==> config.mk <==
export PLATFORM = sky130hd
export DESIGN_NAME = addsub_bist_ctrl
export DESIGN_NICKNAME = d
export VERILOG_FILES = /design/src/rtl/addsub_bist_ctrl_pkg.sv /design/src/rtl/addsub_ref_model.sv /design/src/rtl/addsub_bist_ctrl.sv
export SDC_FILE = /design/constraint.sdc
export NUM_CORES = 1
export LEC_CHECK = 0
export ABC_CLOCK_PERIOD_IN_PS = 4200
export CAP_MARGIN = 20
export CELL_PAD_IN_SITES_DETAIL_PLACEMENT = 0
export CELL_PAD_IN_SITES_GLOBAL_PLACEMENT = 2
export CORE_UTILIZATION = 32
export CTS_BUF_LIST = sky130_fd_sc_hd__clkbuf_8
export CTS_CLUSTER_SIZE = 14
export DETAILED_ROUTE_END_ITERATION = 8
export PLACE_DENSITY = 0.88
export SLEW_MARGIN = 20
export SYNTH_ARGS = -nofsm -noshare
export SYNTH_HDL_FRONTEND = slang
export SYNTH_SLANG_ARGS = --single-unit
==> constraint.sdc <==
create_clock -name clk -period 4.2 [get_ports clk]
set_input_delay 0.63 -clock clk [delete_from_list [all_inputs] [get_ports clk]]
set_output_delay 0.63 -clock clk [all_outputs]
set_load 0.01 [all_outputs]
==> src/rtl/addsub_bist_ctrl_pkg.sv <==
// addsub_pkg: shared types and helpers for the adder/subtracter BIST slice.
//
// Contents:
//   state_t          controller states IDLE / RUN / DONE
//   MAX_WIDTH        widest operand the golden function supports (8)
//   DEFAULT_*        vector-space sizes for the default 4-bit adder
//   vec_bits()       counter width {m, a, b} for a given operand width
//   err_bits()       error-counter width, large enough to hold N
//   addsub_expected  golden {c, s} for one vector, returned right-aligned
package addsub_pkg;

  typedef enum logic [1:0] {
    IDLE,
    RUN,
    DONE
  } state_t;

  localparam int MAX_WIDTH = 8;

  localparam int DEFAULT_WIDTH    = 4;
  localparam int DEFAULT_CNT_BITS = 2 * DEFAULT_WIDTH + 1;
  localparam int DEFAULT_N        = 1 << DEFAULT_CNT_BITS;

  function automatic int vec_bits(input int width);
    return 2 * width + 1;
  endfunction

  // One extra bit over the counter so the full count N still fits.
  function automatic int err_bits(input int width);
    return 2 * width + 2;
  endfunction

  // Operands are zero-extended to MAX_WIDTH; only the low 'width' bits matter.
  // Subtract is a + ~b + 1, so the carry lands on bit 'width' exactly when
  // a >= b, and every bit above it is zero.
  function automatic logic [MAX_WIDTH:0] addsub_expected(
    input logic [MAX_WIDTH-1:0] a,
    input logic [MAX_WIDTH-1:0] b,
    input logic                 m,
    input int                   width
  );
    logic [MAX_WIDTH-1:0] mask;
    logic [MAX_WIDTH-1:0] b_eff;
    logic [MAX_WIDTH:0]   sum;
    mask  = {MAX_WIDTH{1'b1}} >> (MAX_WIDTH - width);
    b_eff = (m ? ~b : b) & mask;
    sum   = {1'b0, a & mask} + {1'b0, b_eff} + {{MAX_WIDTH{1'b0}}, m};
    return sum;
  endfunction

endpackage

==> src/rtl/addsub_ref_model.sv <==
// addsub_ref_model: purely combinational golden adder/subtracter.
//
// Ports:
//   a, b  WIDTH-bit operands
//   m     0 = add, 1 = subtract
//   s     WIDTH-bit result
//   c     carry-out (for subtract: 1 when a >= b unsigned)
module addsub_ref_model
  import addsub_pkg::*;
#(
  parameter int WIDTH = 4
) (
  input  logic [WIDTH-1:0] a,
  input  logic [WIDTH-1:0] b,
  input  logic             m,
  output logic [WIDTH-1:0] s,
  output logic             c
);

  assign {c, s} = (WIDTH + 1)'(addsub_expected(MAX_WIDTH'(a), MAX_WIDTH'(b), m, WIDTH));

endmodule

==> src/rtl/addsub_bist_ctrl.sv <==
// addsub_bist_ctrl: BIST initiator/checker for an external WIDTH-bit
// ripple-carry adder/subtracter. Sweeps every {m, a, b} combination,
// compares the adder response against a golden model and reports a result.
//
// Ports:
//   clk        rising-edge clock
//   reset      asynchronous, active-high reset
//   start      one-cycle pulse that begins a sweep (ignored while busy)
//   a_out      operand X to the adder
//   b_out      operand Y to the adder
//   m_out      adder mode, 0 = add, 1 = subtract
//   s_in       adder sum (combinational response to a_out/b_out/m_out)
//   c_in       adder carry-out
//   busy       high while vectors are being applied
//   done       high from sweep completion until the next start or reset
//   pass       valid with done; 1 when no vector mismatched
//   err_count  number of mismatching vectors in the last sweep
//
// Optional build macro ADDSUB_BIST_STOP_ON_FAIL_EN: the first mismatch ends
// the sweep and leaves the failing vector on a_out/b_out/m_out.
module addsub_bist_ctrl
  import addsub_pkg::*;
#(
  parameter int WIDTH = 4
) (
  input  logic                 clk,
  input  logic                 reset,
  input  logic                 start,
  output logic [WIDTH-1:0]     a_out,
  output logic [WIDTH-1:0]     b_out,
  output logic                 m_out,
  input  logic [WIDTH-1:0]     s_in,
  input  logic                 c_in,
  output logic                 busy,
  output logic                 done,
  output logic                 pass,
  output logic [2*WIDTH+1:0]   err_count
);

  localparam int CNT_BITS = vec_bits(WIDTH);
  localparam int ERR_BITS = err_bits(WIDTH);

  state_t              state;
  state_t              state_next;
  logic [CNT_BITS-1:0] vec;
  logic [CNT_BITS-1:0] vec_next;
  logic                busy_next;
  logic                done_next;
  logic                pass_next;
  logic [ERR_BITS-1:0] err_next;

  logic [WIDTH-1:0]    exp_s;
  logic                exp_c;
  logic                mismatch;
  logic                last_vec;
  logic [ERR_BITS-1:0] err_inc;

  // The vector register is the operand outputs, so they stay registered.
  assign m_out = vec[2*WIDTH];
  assign a_out = vec[2*WIDTH-1:WIDTH];
  assign b_out = vec[WIDTH-1:0];

  addsub_ref_model #(.WIDTH(WIDTH)) u_ref (
    .a(a_out),
    .b(b_out),
    .m(m_out),
    .s(exp_s),
    .c(exp_c)
  );

  assign mismatch = ({c_in, s_in} != {exp_c, exp_s});
  assign last_vec = &vec;
  assign err_inc  = err_count + ERR_BITS'(mismatch);

  always_ff @(posedge clk or posedge reset) begin
    if (reset) begin
      state     <= IDLE;
      vec       <= '0;
      busy      <= 1'b0;
      done      <= 1'b0;
      pass      <= 1'b0;
      err_count <= '0;
    end else begin
      state     <= state_next;
      vec       <= vec_next;
      busy      <= busy_next;
      done      <= done_next;
      pass      <= pass_next;
      err_count <= err_next;
    end
  end

  // The response checked at each RUN edge belongs to the vector currently
  // driven, so the final edge both checks vector N-1 and closes the sweep;
  // the pass decision therefore uses the count including that last check.
  always_comb begin
    state_next = state;
    vec_next   = vec;
    busy_next  = busy;
    done_next  = done;
    pass_next  = pass;
    err_next   = err_count;
    case (state)
      IDLE, DONE: begin
        if (start) begin
          state_next = RUN;
          vec_next   = '0;
          busy_next  = 1'b1;
          done_next  = 1'b0;
          pass_next  = 1'b0;
          err_next   = '0;
        end
      end
      RUN: begin
        err_next = err_inc;
`ifdef ADDSUB_BIST_STOP_ON_FAIL_EN
        if (mismatch) begin
          state_next = DONE;
          busy_next  = 1'b0;
          done_next  = 1'b1;
          pass_next  = 1'b0;
        end else if (last_vec) begin
          state_next = DONE;
          vec_next   = '0;
          busy_next  = 1'b0;
          done_next  = 1'b1;
          pass_next  = (err_inc == '0);
        end else begin
          vec_next = vec + CNT_BITS'(1);
        end
`else
        if (last_vec) begin
          state_next = DONE;
          vec_next   = '0;
          busy_next  = 1'b0;
          done_next  = 1'b1;
          pass_next  = (err_inc == '0);
        end else begin
          vec_next = vec + CNT_BITS'(1);
        end
`endif
      end
      default: state_next = IDLE;
    endcase
  end

endmodule

==> results.yml <==
synthesis:
  yosys-top-cells-count: "dfrtp_1, nand2_1, o21ai_0, nor2_1, xor2_1"
  synthArstFlopShare_pct: 100
  synth_ff_type: "dfrtp_1"
  synth_fp_nets: 173
  synth-seq-area-share_pct: 41.5
  netlist.area_leader.share_pct: 41.5
  synthTopCellsByArea: "dfrtp_1, ha_1, xor2_1"
  ys_warn_count: 0
  synth-seq-cells: 24
  syn_area_um2: 1450
  syn_inst: 157
  post-synth-top-count-cell: "dfrtp_1"
  avgSynthCellArea_um2: 9.22
  yosys.area.top_type: "dfrtp_1"
  ys_types: 34
  synth_edf_count: 0
timing:
  finalSetupViolations: 0
  fin_crit_sh_pct: 82.8
  slew_headroom_pct: 37.0
  min_period_ps: 3480
  rsz0062_at_grt: "false"
  maxSlewViolCount: 0
  timing.final.hold_violations: 0
  setup-tns-final_ps: 0
  max_clock_freq_mhz: 287
  max_slew.worst_pin.slew_ps: 944
  clock_skew_ps: 10.4
die:
  die_h_um: 69.3
  die_x_um: 69.3
  start_util_pct: 33.2
  num_rows: 24
  io_pins: 30
  dieArea_um2: 4800
  coreArea_um2: 4350
cts:
  cts_root_buffer: "clkbuf_8"
  tritoncts: "done"
  max-clock-path-buffers: 2
  clk_pin_slew_ps: 90
  clkLatencyLatePin_ps: 270
  htreeDepth: 1
  ctsHoldBuffers: 0
  cts_setup_buffers: 0
  cts_buffers: 3
  cts_resized: 0
  clock_sinks: 24
grt:
  grt-ovfl-total: 0
  grtUsageMet2_pct: 27.6
  grt_pass1_vias: 1287
  grt_pass1_wl_um: 6060
  antenna_found_initial: 0
  gr-usage-met1_pct: 19.8
  gr-usage-met3_pct: 2.47
  grt.busiest_layer: "met2"
  grt_max_degree: 25
  grt_usage_pct: 15.4
place:
  placed_cells: 233
  dp_hpwl_um: 2530
  dpl_cell_area_um2: 1780
  gp_congestion: 0.790
  portBuffers: 29
route:
  via_per_inst: 5.22
  drt_iter0_drc: 50
  vias: 1238
  firstDrtPassIters: 4
  drc: 0
  ant_nets: 0
  wl_per_cell_um: 14.8
  drt-total-wl_um: 3500
setup_path:
  crit_path_max_fanout: 7
  cp.required_ps: 4370
  cp-end-kind: "register"
  cp.arrival_ps: 3650
  r2r-start: "vec[8]"
  setup.worst_path.start_class: "register"
  cp-startpoint: "vec[8]"
  crit_type: "reg -> reg"
status:
  outcome: "completed"
cells_and_area:
  syn_to_final_growth_pct: 28.1
  final_cells: 237
  stdcell_area_um2: 1850
  drive_gt1_share_pct: 5.41
  diodes: 0
  fin_nets: 202
power_and_ir_drop:
  leakagePower_uw: 0.000795
  peakVddDrop_uv: 247
  powerDensity_nw_per_um2: 576
job:
  max-cap-violations: 0
min_path:
  min_path_type: "reg -> reg"
  hold_start: "done"
[cell type report]
class	instances	area, um2
tap	52	65.1
inverter	5	18.8
clock buffer	3	41.3
clock inverter	1	30.0
timing repair buffer	29	290
sequential	24	601
multi-input combinational	123	808
fill	423	2500
[stage by stage]
step	worst slack [ps]	power [uW]	hold WS, ps	utilization [%]
6_report	720	1070	487	42.6
5_1_grt	415	1140	537	42.6
4_1_cts	701	1080	492	42.6
3_5_place_dp	730	867	468	40.9
3_3_place_gp	777	863	461	40.9
2_1_floorplan	1020	673	512	-
[layout by cell type, fill, tap and decap left out]
cell             instances
clkdlybuf4s50_1         29
dfrtp_1                 24
nand2_1                 20
o21ai_0                 17
nor2_1                  11
xor2_1                  10
xnor2_1                  8
ha_1                     7
nand3_1                  6
inv_1                    5
a22o_1                   4
nand4_1                  4
a21oi_1                  4
nand2b_1                 3
nor3_1                   3
a31oi_1                  3
o31ai_1                  3
clkbuf_8                 3
or3_1                    2
and3_2                   2
and3_1                   2
mux2i_1                  2
nor2b_1                  1
and2_1                   1
a21o_1                   1
o21bai_1                 1
nand3_2                  1
mux2_2                   1
or4b_1                   1
a41oi_1                  1
nor4_1                   1
or2_2                    1
o41ai_2                  1
fa_1                     1
bufinv_16                1
[metal layers]
layer / vias up / share of wire [%]
li1: 606 / -
met1: 601 / 46
met2: 29 / 51
met3: 2 / 3.7
met4: 0 / 0.20
met5: - / 0
[logic make-up after synthesis]
logic type | synth area share (%)
and+or+nand+nor | 20.1
AOI/OAI and AO/OA | 15.3
DFF | 41.5
xor gates and xnor gates | 10.9
buffers and inverters | 2.68
adders and majority gates | 7.43
muxes | 2.16
[flip-flops by register name, indices dropped and copies added (netlist names)]
signal and count:
busy 1, done 1, err_count 10, pass 1, state 2, vec 9
[worst paths after layout]
kind | endpoint | slack [ps] | cells past startpoint
worst max-delay path | pass | 720 | 12
worst min-delay path | done | 490 | 2
worst max register to register | pass | 720 | 12
worst min register to register | done | 490 | 2
max in group asynchronous | vec[8] | 2750 | 2
min in group asynchronous | vec[7] | 870 | 2
[worst max-delay path, stage by stage (launching register included)]
cell and delay, ps:
dfrtp_1 510, xor2_1 220, inv_1 90, fa_1 470, xnor2_1 140, nor3_1 230
nand3_1 140, ha_1 260, ha_1 280, or4b_1 520, o31ai_1 80, a41oi_1 90
o41ai_2 350
[report_power, final]
group          total, uW  switching [uW]  internal, uW
logic                474             217           257
registers            389            99.3           290
clock network        205            77.3           127
No activity file was read; power rests on OpenSTA's default activity.
